### config.mk
export PLATFORM = sky130hd
export DESIGN_NAME = riscv_fetch_queue
export DESIGN_NICKNAME = d
export VERILOG_FILES = /design/src/rtl/riscv_fetch_queue.sv
export SDC_FILE = /design/constraint.sdc
export NUM_CORES = 1
export LEC_CHECK = 0
export ABC_AREA = 1
export CAP_MARGIN = 20
export CORE_MARGIN = 1.5
export CORE_UTILIZATION = 50
export CTS_CLUSTER_DIAMETER = 50
export DETAILED_ROUTE_END_ITERATION = 16
export PLACE_DENSITY = 0.73
export SYNTH_ARGS = -nofsm -noshare
export SYNTH_HDL_FRONTEND = slang
export SYNTH_SLANG_ARGS = --single-unit
### constraint.sdc
create_clock -name clk -period 13.1 [get_ports clk]
set_input_delay 2.62 -clock clk [delete_from_list [all_inputs] [get_ports clk]]
set_output_delay 2.62 -clock clk [all_outputs]
set_load 0.01 [all_outputs]
### src/rtl/riscv_fetch_queue.sv
// Fetch stage: PC generator, one-deep request tracking against a 1-cycle imem, and a prefetch FIFO.
// Optional performance counters are enabled with `define FETCH_PERF_CNT_EN.
module riscv_fetch_queue #(
  parameter int                PC_W     = 32,
  parameter int                INST_W   = 32,
  parameter int                DEPTH    = 4,
  parameter logic [PC_W-1:0]   RESET_PC = '0,
  parameter logic [INST_W-1:0] NOP_INST = INST_W'(32'h0000_0013)
) (
  input  logic              clk,
  input  logic              rst,
  input  logic              stall,
  input  logic              redirect_valid,
  input  logic [PC_W-1:0]   redirect_pc,
  output logic              imem_re,
  output logic [PC_W-1:0]   imem_addr,
  input  logic [INST_W-1:0] imem_rdata,
  output logic              out_valid,
  input  logic              out_ready,
  output logic [INST_W-1:0] out_inst,
  output logic [PC_W-1:0]   out_pc
`ifdef FETCH_PERF_CNT_EN
  ,
  output logic [31:0]       perf_delivered,
  output logic [31:0]       perf_flushed
`endif
);

  localparam int PTR_W = $clog2(DEPTH);
  localparam int CNT_W = $clog2(DEPTH + 1);

  logic [PC_W-1:0]   fetch_pc;
  logic              inflight_vld_p1;
  logic [PC_W-1:0]   inflight_pc_p1;
  logic [INST_W-1:0] fifo_inst [DEPTH];
  logic [PC_W-1:0]   fifo_pc   [DEPTH];
  logic [PTR_W-1:0]  rd_ptr;
  logic [PTR_W-1:0]  wr_ptr;
  logic [CNT_W-1:0]  count;
  logic [CNT_W:0]    occupancy;
  logic              issue;
  logic              push;
  logic              pop;
  logic              unused_redirect_lsb;

  // Outstanding request counts as occupied so a returning response always has a slot.
  assign occupancy = {1'b0, count} + (CNT_W+1)'(inflight_vld_p1);
  assign issue     = !rst && !stall && !redirect_valid && (occupancy < (CNT_W+1)'(DEPTH));
  assign push      = inflight_vld_p1 && !redirect_valid;
  assign out_valid = !rst && (count != '0) && !stall;
  assign pop       = out_valid && out_ready;

  assign imem_re   = issue;
  assign imem_addr = fetch_pc;
  assign out_inst  = out_valid ? fifo_inst[rd_ptr] : NOP_INST;
  assign out_pc    = out_valid ? fifo_pc[rd_ptr] : '0;

  assign unused_redirect_lsb = ^redirect_pc[1:0];

  // Stage p0 -> p1: PC generation, request tracking and FIFO bookkeeping.
  always_ff @(posedge clk) begin
    if (rst) begin
      fetch_pc        <= RESET_PC;
      inflight_vld_p1 <= 1'b0;
      rd_ptr          <= '0;
      wr_ptr          <= '0;
      count           <= '0;
    end else if (redirect_valid) begin
      fetch_pc        <= {redirect_pc[PC_W-1:2], 2'b00};
      inflight_vld_p1 <= 1'b0;
      rd_ptr          <= '0;
      wr_ptr          <= '0;
      count           <= '0;
    end else begin
      if (issue) fetch_pc <= fetch_pc + PC_W'(4);
      inflight_vld_p1 <= issue;
      if (push) wr_ptr <= wr_ptr + PTR_W'(1);
      if (pop)  rd_ptr <= rd_ptr + PTR_W'(1);
      case ({push, pop})
        2'b10:   count <= count + CNT_W'(1);
        2'b01:   count <= count - CNT_W'(1);
        default: count <= count;
      endcase
    end
  end

  // Stage p1 -> FIFO: response data captured alongside the PC that requested it.
  always_ff @(posedge clk) begin
    if (issue) inflight_pc_p1 <= fetch_pc;
    if (push) begin
      fifo_inst[wr_ptr] <= imem_rdata;
      fifo_pc[wr_ptr]   <= inflight_pc_p1;
    end
  end

`ifdef FETCH_PERF_CNT_EN
  always_ff @(posedge clk) begin
    if (rst) begin
      perf_delivered <= '0;
      perf_flushed   <= '0;
    end else begin
      if (pop)            perf_delivered <= perf_delivered + 32'd1;
      if (redirect_valid) perf_flushed   <= perf_flushed + 32'(occupancy);
    end
  end
`endif

endmodule

# ---- Yosys cells after proc, flatten, opt, wreduce, memory -nomap -nowiden
# Memories as Yosys holds them, arrays and structs flattened. A register that Yosys moved wholly into a read port is not among the register bits.
# Index checks and enable logic that the tools add are counted.
dict set report op_classes {
  n_shift 0
  div 0
  n_mul 0
  n_eq_ne 2
  add_sub_neg 6
  n_bitwise 0
  magnitude_cmp 1
  mux 11
  n_reduce_logical 14
}
# op n
set ops {}
lappend ops {{$mux 32} 4}
lappend ops {{$add 32x3->32 const B} 1}
lappend ops {{$mux 2} 4}
lappend ops {{$logic_and 1x1->1} 7}
lappend ops {{$pmux 3 s2} 1}
lappend ops {{$add 2x1->2 const B} 2}
lappend ops {{$add 3x1->4} 1}
lappend ops {{$lt 4x3->1 const B} 1}
lappend ops {{$reduce_bool 2->1} 2}
lappend ops {{$add 3x1->3 const B} 1}
lappend ops {{$logic_not 1->1} 3}
lappend ops {{$reduce_bool 3->1} 1}
lappend ops {{$sub 3x1->3 const B} 1}
lappend ops {{$eq 2x1->1 const B} 1}
lappend ops {{$eq 2x2->1 const B} 1}
lappend ops {{$mux 1} 2}
lappend ops {{$reduce_or 2->1} 1}
dict set report word_totals {
  mem_bits_ro 0
  output_inout_bits 98
  ramBits 256
  elab_cells 43
  n_memories 2
  latchBits 0
  register_bits 72
}
# name words width read_ports rd_clocked_by_memory_dff wr line
set memory_table {}
lappend memory_table {fifo_inst 4 32 1 1 1 35} ;# logic [INST_W-1:0] fifo_inst [DEPTH];
lappend memory_table {fifo_pc 4 32 1 1 1 36} ;# logic [PC_W-1:0] fifo_pc [DEPTH];

# ---- Logic depth before layout (Yosys ltp)
dict set report depth {
  word_depth 6
  ltp_mapped 11
  depth_no_buf 11
}

# ---- Worst setup path after synthesis
# No wires, ideal clock.
dict set report synth_timing {
  path_type {input port to output port}
  from {input redirect_valid}
  to {output imem_re}
  n_path_buf 2
  t_arrival_ns 3.574
  cell_stages 5
  setup_slack_ns 6.906
  cell_sequence {buf_2 -> nor2_8 -> nand3_4 -> inv_2 -> buf_2}
}
dict set report synth_via {
  elab_chain_len 3
}
# element line
set synth_rtl {}
lappend synth_rtl {{from (decl)} 13} ;# input logic redirect_valid,
lappend synth_rtl {{$logic_not 1->1} 48} ;# assign issue = !rst && !stall && !redirect_valid && (occupancy < (CNT_W+1)'(DEPTH));
lappend synth_rtl {{$logic_and 1x1->1 (2 in series)} 48}
lappend synth_rtl {{to (decl)} 15} ;# output logic imem_re,
# No other way between the ends.

# ---- Worst setup path in the final report
dict set report layout_timing {
  from {input rst}
  to {output out_inst[0]}
}
dict set report layout_via {
  elab_chain_len 4
}
# element line
set layout_rtl {}
lappend layout_rtl {{from (decl)} 11} ;# input logic rst,
lappend layout_rtl {{$logic_not 1->1} 50} ;# assign out_valid = !rst && (count != '0) && !stall;
lappend layout_rtl {{$logic_and 1x1->1 (2 in series)} 50}
lappend layout_rtl {{$mux 32} 55} ;# assign out_inst = out_valid ? fifo_inst[rd_ptr] : NOP_INST;
lappend layout_rtl {{to (decl)} 20} ;# output logic [INST_W-1:0] out_inst,
# No other way between the ends.

==> results.md <==
* #FFs+latches synth at 318
* Post-synth top flop: edfxtp_1
* Synth area leader: edfxtp_1
* Max FO, Critical Path at 61
* Max Clock Skew at 0.00754 ns
* Nets at 1423
* Number of warnings issued by yosys at 0
* Final hold violation count at 0
* Fin cells at 1704
* # Max-Cap Violations at 0
* Port Buffers at 160
* Seq/Total Area, Yosys at 69.5%
* Largest net degree at the start of global routing at 91
* Placed cells at 1646
* Post-route ant nets at 0
* Slew Viols, Final at 0
* Pleak at 5.46 nW
* Via density at 5.36
* # IOs at 167
* RSZ-0062 raised after global routing: no
* Resize count post-CTS at 0
* Post-synth EDFFs at 278
* DP Area at 0.0150 sq mm
* Share of the synthesized area in the top cell type at 63.4%
* Row count at 59
* Status: finished, final reports clean
* Worst hold path class: reg -> reg
* GRT Residual Overflow at 0
* Post-DP HPWL at 16800 um
* FFs w/ async S/R, synth at 0%
* Switching Fraction at 19.9%
* CTS tree: built
* Avg Inst Size Synth at 11.0 sq um
* Initial DRC Count at 767
* Crit. End Element: primary output
* H-tree Lvls at 2
* Largest cells by area after synthesis: edfxtp_1, nor2_1, dfxtp_1, o21ai_0, a21oi_1
* Hold_buf cts at 0
* Area growth from synthesis to layout at 22.1%
* CP Class: in -> out
* Post-synth cell types at 33
* Vias in the first global route at 8851
* Final period utilization at 60.2%
* Initial antenna violation count at 1
* Setup TNS at 0 ns
* Commonest cells after routing, fill and taps aside: edfxtp_1, nor2_1, clkdlybuf4s50_1
* Die Height at 165 um
* CORE AREA at 0.0260 sq mm
* Aggregate routed wire length at 28900 um
* Max-slew headroom at 35.1%
* Sequential Power Share at 53.4%
* Internal Power at 0.00169 W
* Total number of vias at 9128
* Final instance area at 0.0161 sq mm
* Clock Tree Buf Depth at 3
* DRT Pass-1 Iters at 5
* Clock power share at 42.8%
* Measured slew at the worst slew-check pin at 0.974 ns
* Clock Sinks at 318
* # setup viols final at 0
* WP data required at 10.48 ns
* Share of cells above drive strength 1 at 6.94%
* GRT Overall Usage at 21.3%
* Clock Tree Root: clkbuf_16
* Die area at 0.0273 sq mm
* Cts bufs inserted at 34
* Average wire per standard cell at 16.9 um
* Global-route wire length before repair at 44700 um
* Clock latency reported for the late side of the worst-skew pair at 0.50 ns
* Commonest non-fill, non-tap cell in the layout: edfxtp_1
* Comb pwr share at 3.8%
* Clock Pin Slew Worst Setup and Hold Paths at 0.06 ns
* Final Power at 0.00211 W
* Pwr/cell area at 131 mW/mm^2
* Peak VDD IR at 0.0712 mV
* Final Critical Period at 7.89 ns
* Synthesized cell area at 0.0132 sq mm
* Cells after Synth at 1198
* Initial core utilization at 50.7%
* DRC Markers at 0
* Net switching power at 0.000420 W
* Max Freq at 127 MHz
* N_diodes at 0
* Worst R2R Setup Slack at 10.60 ns
* GP Congestion at 0.872
* CP startpoint kind: input port
* Worst Path Arrival at 5.27 ns
* Die W at 165 um
* Postcts setup bufs at 0
## Yosys cell counts (all sizes together), types with 2 or more instances
master and count:
buf 33, dfxtp 40, a31oi 7, ha 6, edfxtp 278, clkbuf 29, a21oi 89, nand3 41
o311ai 3, o211ai 4, nand2 125, nand3b 2, xnor2 2, inv 78, o21ai 158, nor2 296
and2 3
## registers in the layout, indices dropped and copies added, names as in the netlist, named ones only
name             count
imem_addr           30
count                3
rd_ptr               2
inflight_vld_p1      1
fifo_pc            120
fifo_inst          128
inflight_pc_p1      30
wr_ptr               2
## final timing paths
path              startpoint          end  depth (start not counted)
setup reg to reg    count[1]     count[2]                         12
setup / recovery         rst  out_inst[0]                          8
hold reg to reg    rd_ptr[1]         flop                          2
hold / removal     rd_ptr[1]         flop                          2
## final cells by class
cell class | count | area [sq um]
Clock buffer | 42 | 922
Clock inverter | 16 | 143
Fill cell | 2003 | 9910
Inverter | 78 | 294
Multi-Input combinational cell | 743 | 3450
Sequential cell | 318 | 9150
Tap cell | 335 | 419
Timing Repair Buffer | 172 | 1690
## metrics by stage
| step | setup slack [ns] | hold slack (ns) | util [%] |
|---|---|---|---|
| floorplan | 6.91 | 0.436 | - |
| global placement | 5.20 | 0.441 | 57.8 |
| detailed placement | 5.20 | 0.459 | 57.8 |
| CTS | 5.20 | 0.471 | 61.9 |
| global route | 5.00 | 0.491 | 61.9 |
| finish | 5.21 | 0.471 | 61.9 |
## routing by layer
metal | vias to the layer above | global-route usage, % | routed length, um
met2 | 277 | 37.2 | 14300
met1 | 4409 | 27.2 | 12200
li1 | 4402 | - | -
met5 | - | 0 | 0
met3 | 40 | 3.82 | 1860
met4 | 0 | 6.33 | 481
## power by group through the flow
| stage | Sequential [W] | Combinational [W] | Clock (W) |
|---|---|---|---|
| floorplan | 0.00115 | 0.0000343 | 0 |
| global placement | 0.00115 | 0.0000793 | 0 |
| detailed placement | 0.00115 | 0.0000808 | 0 |
| CTS | 0.00113 | 0.0000814 | 0.000918 |
| global route | 0.00113 | 0.0000891 | 0.000961 |
| finish | 0.00113 | 0.0000812 | 0.000904 |
## worst max-delay path: stages
cell             delay, ns
clkdlybuf4s50_1       0.45
buf_4                 0.35
inv_2                 0.12
nand3_2               0.09
buf_4                 0.64
inv_1                 0.19
o311ai_0              0.15
clkdlybuf4s50_1       0.59
## kinds of logic after synthesis
group,Yosys count,share of synthesized area [%]
fa+ha+maj,7,0.722
flops,318,69.5
simple gates,468,14.8
other cells,1,0.0285
compound gates,262,10.2
buf+inv,140,4.62
xor+xnor,2,0.133
Note: power is estimated with default switching activity, not from simulation.
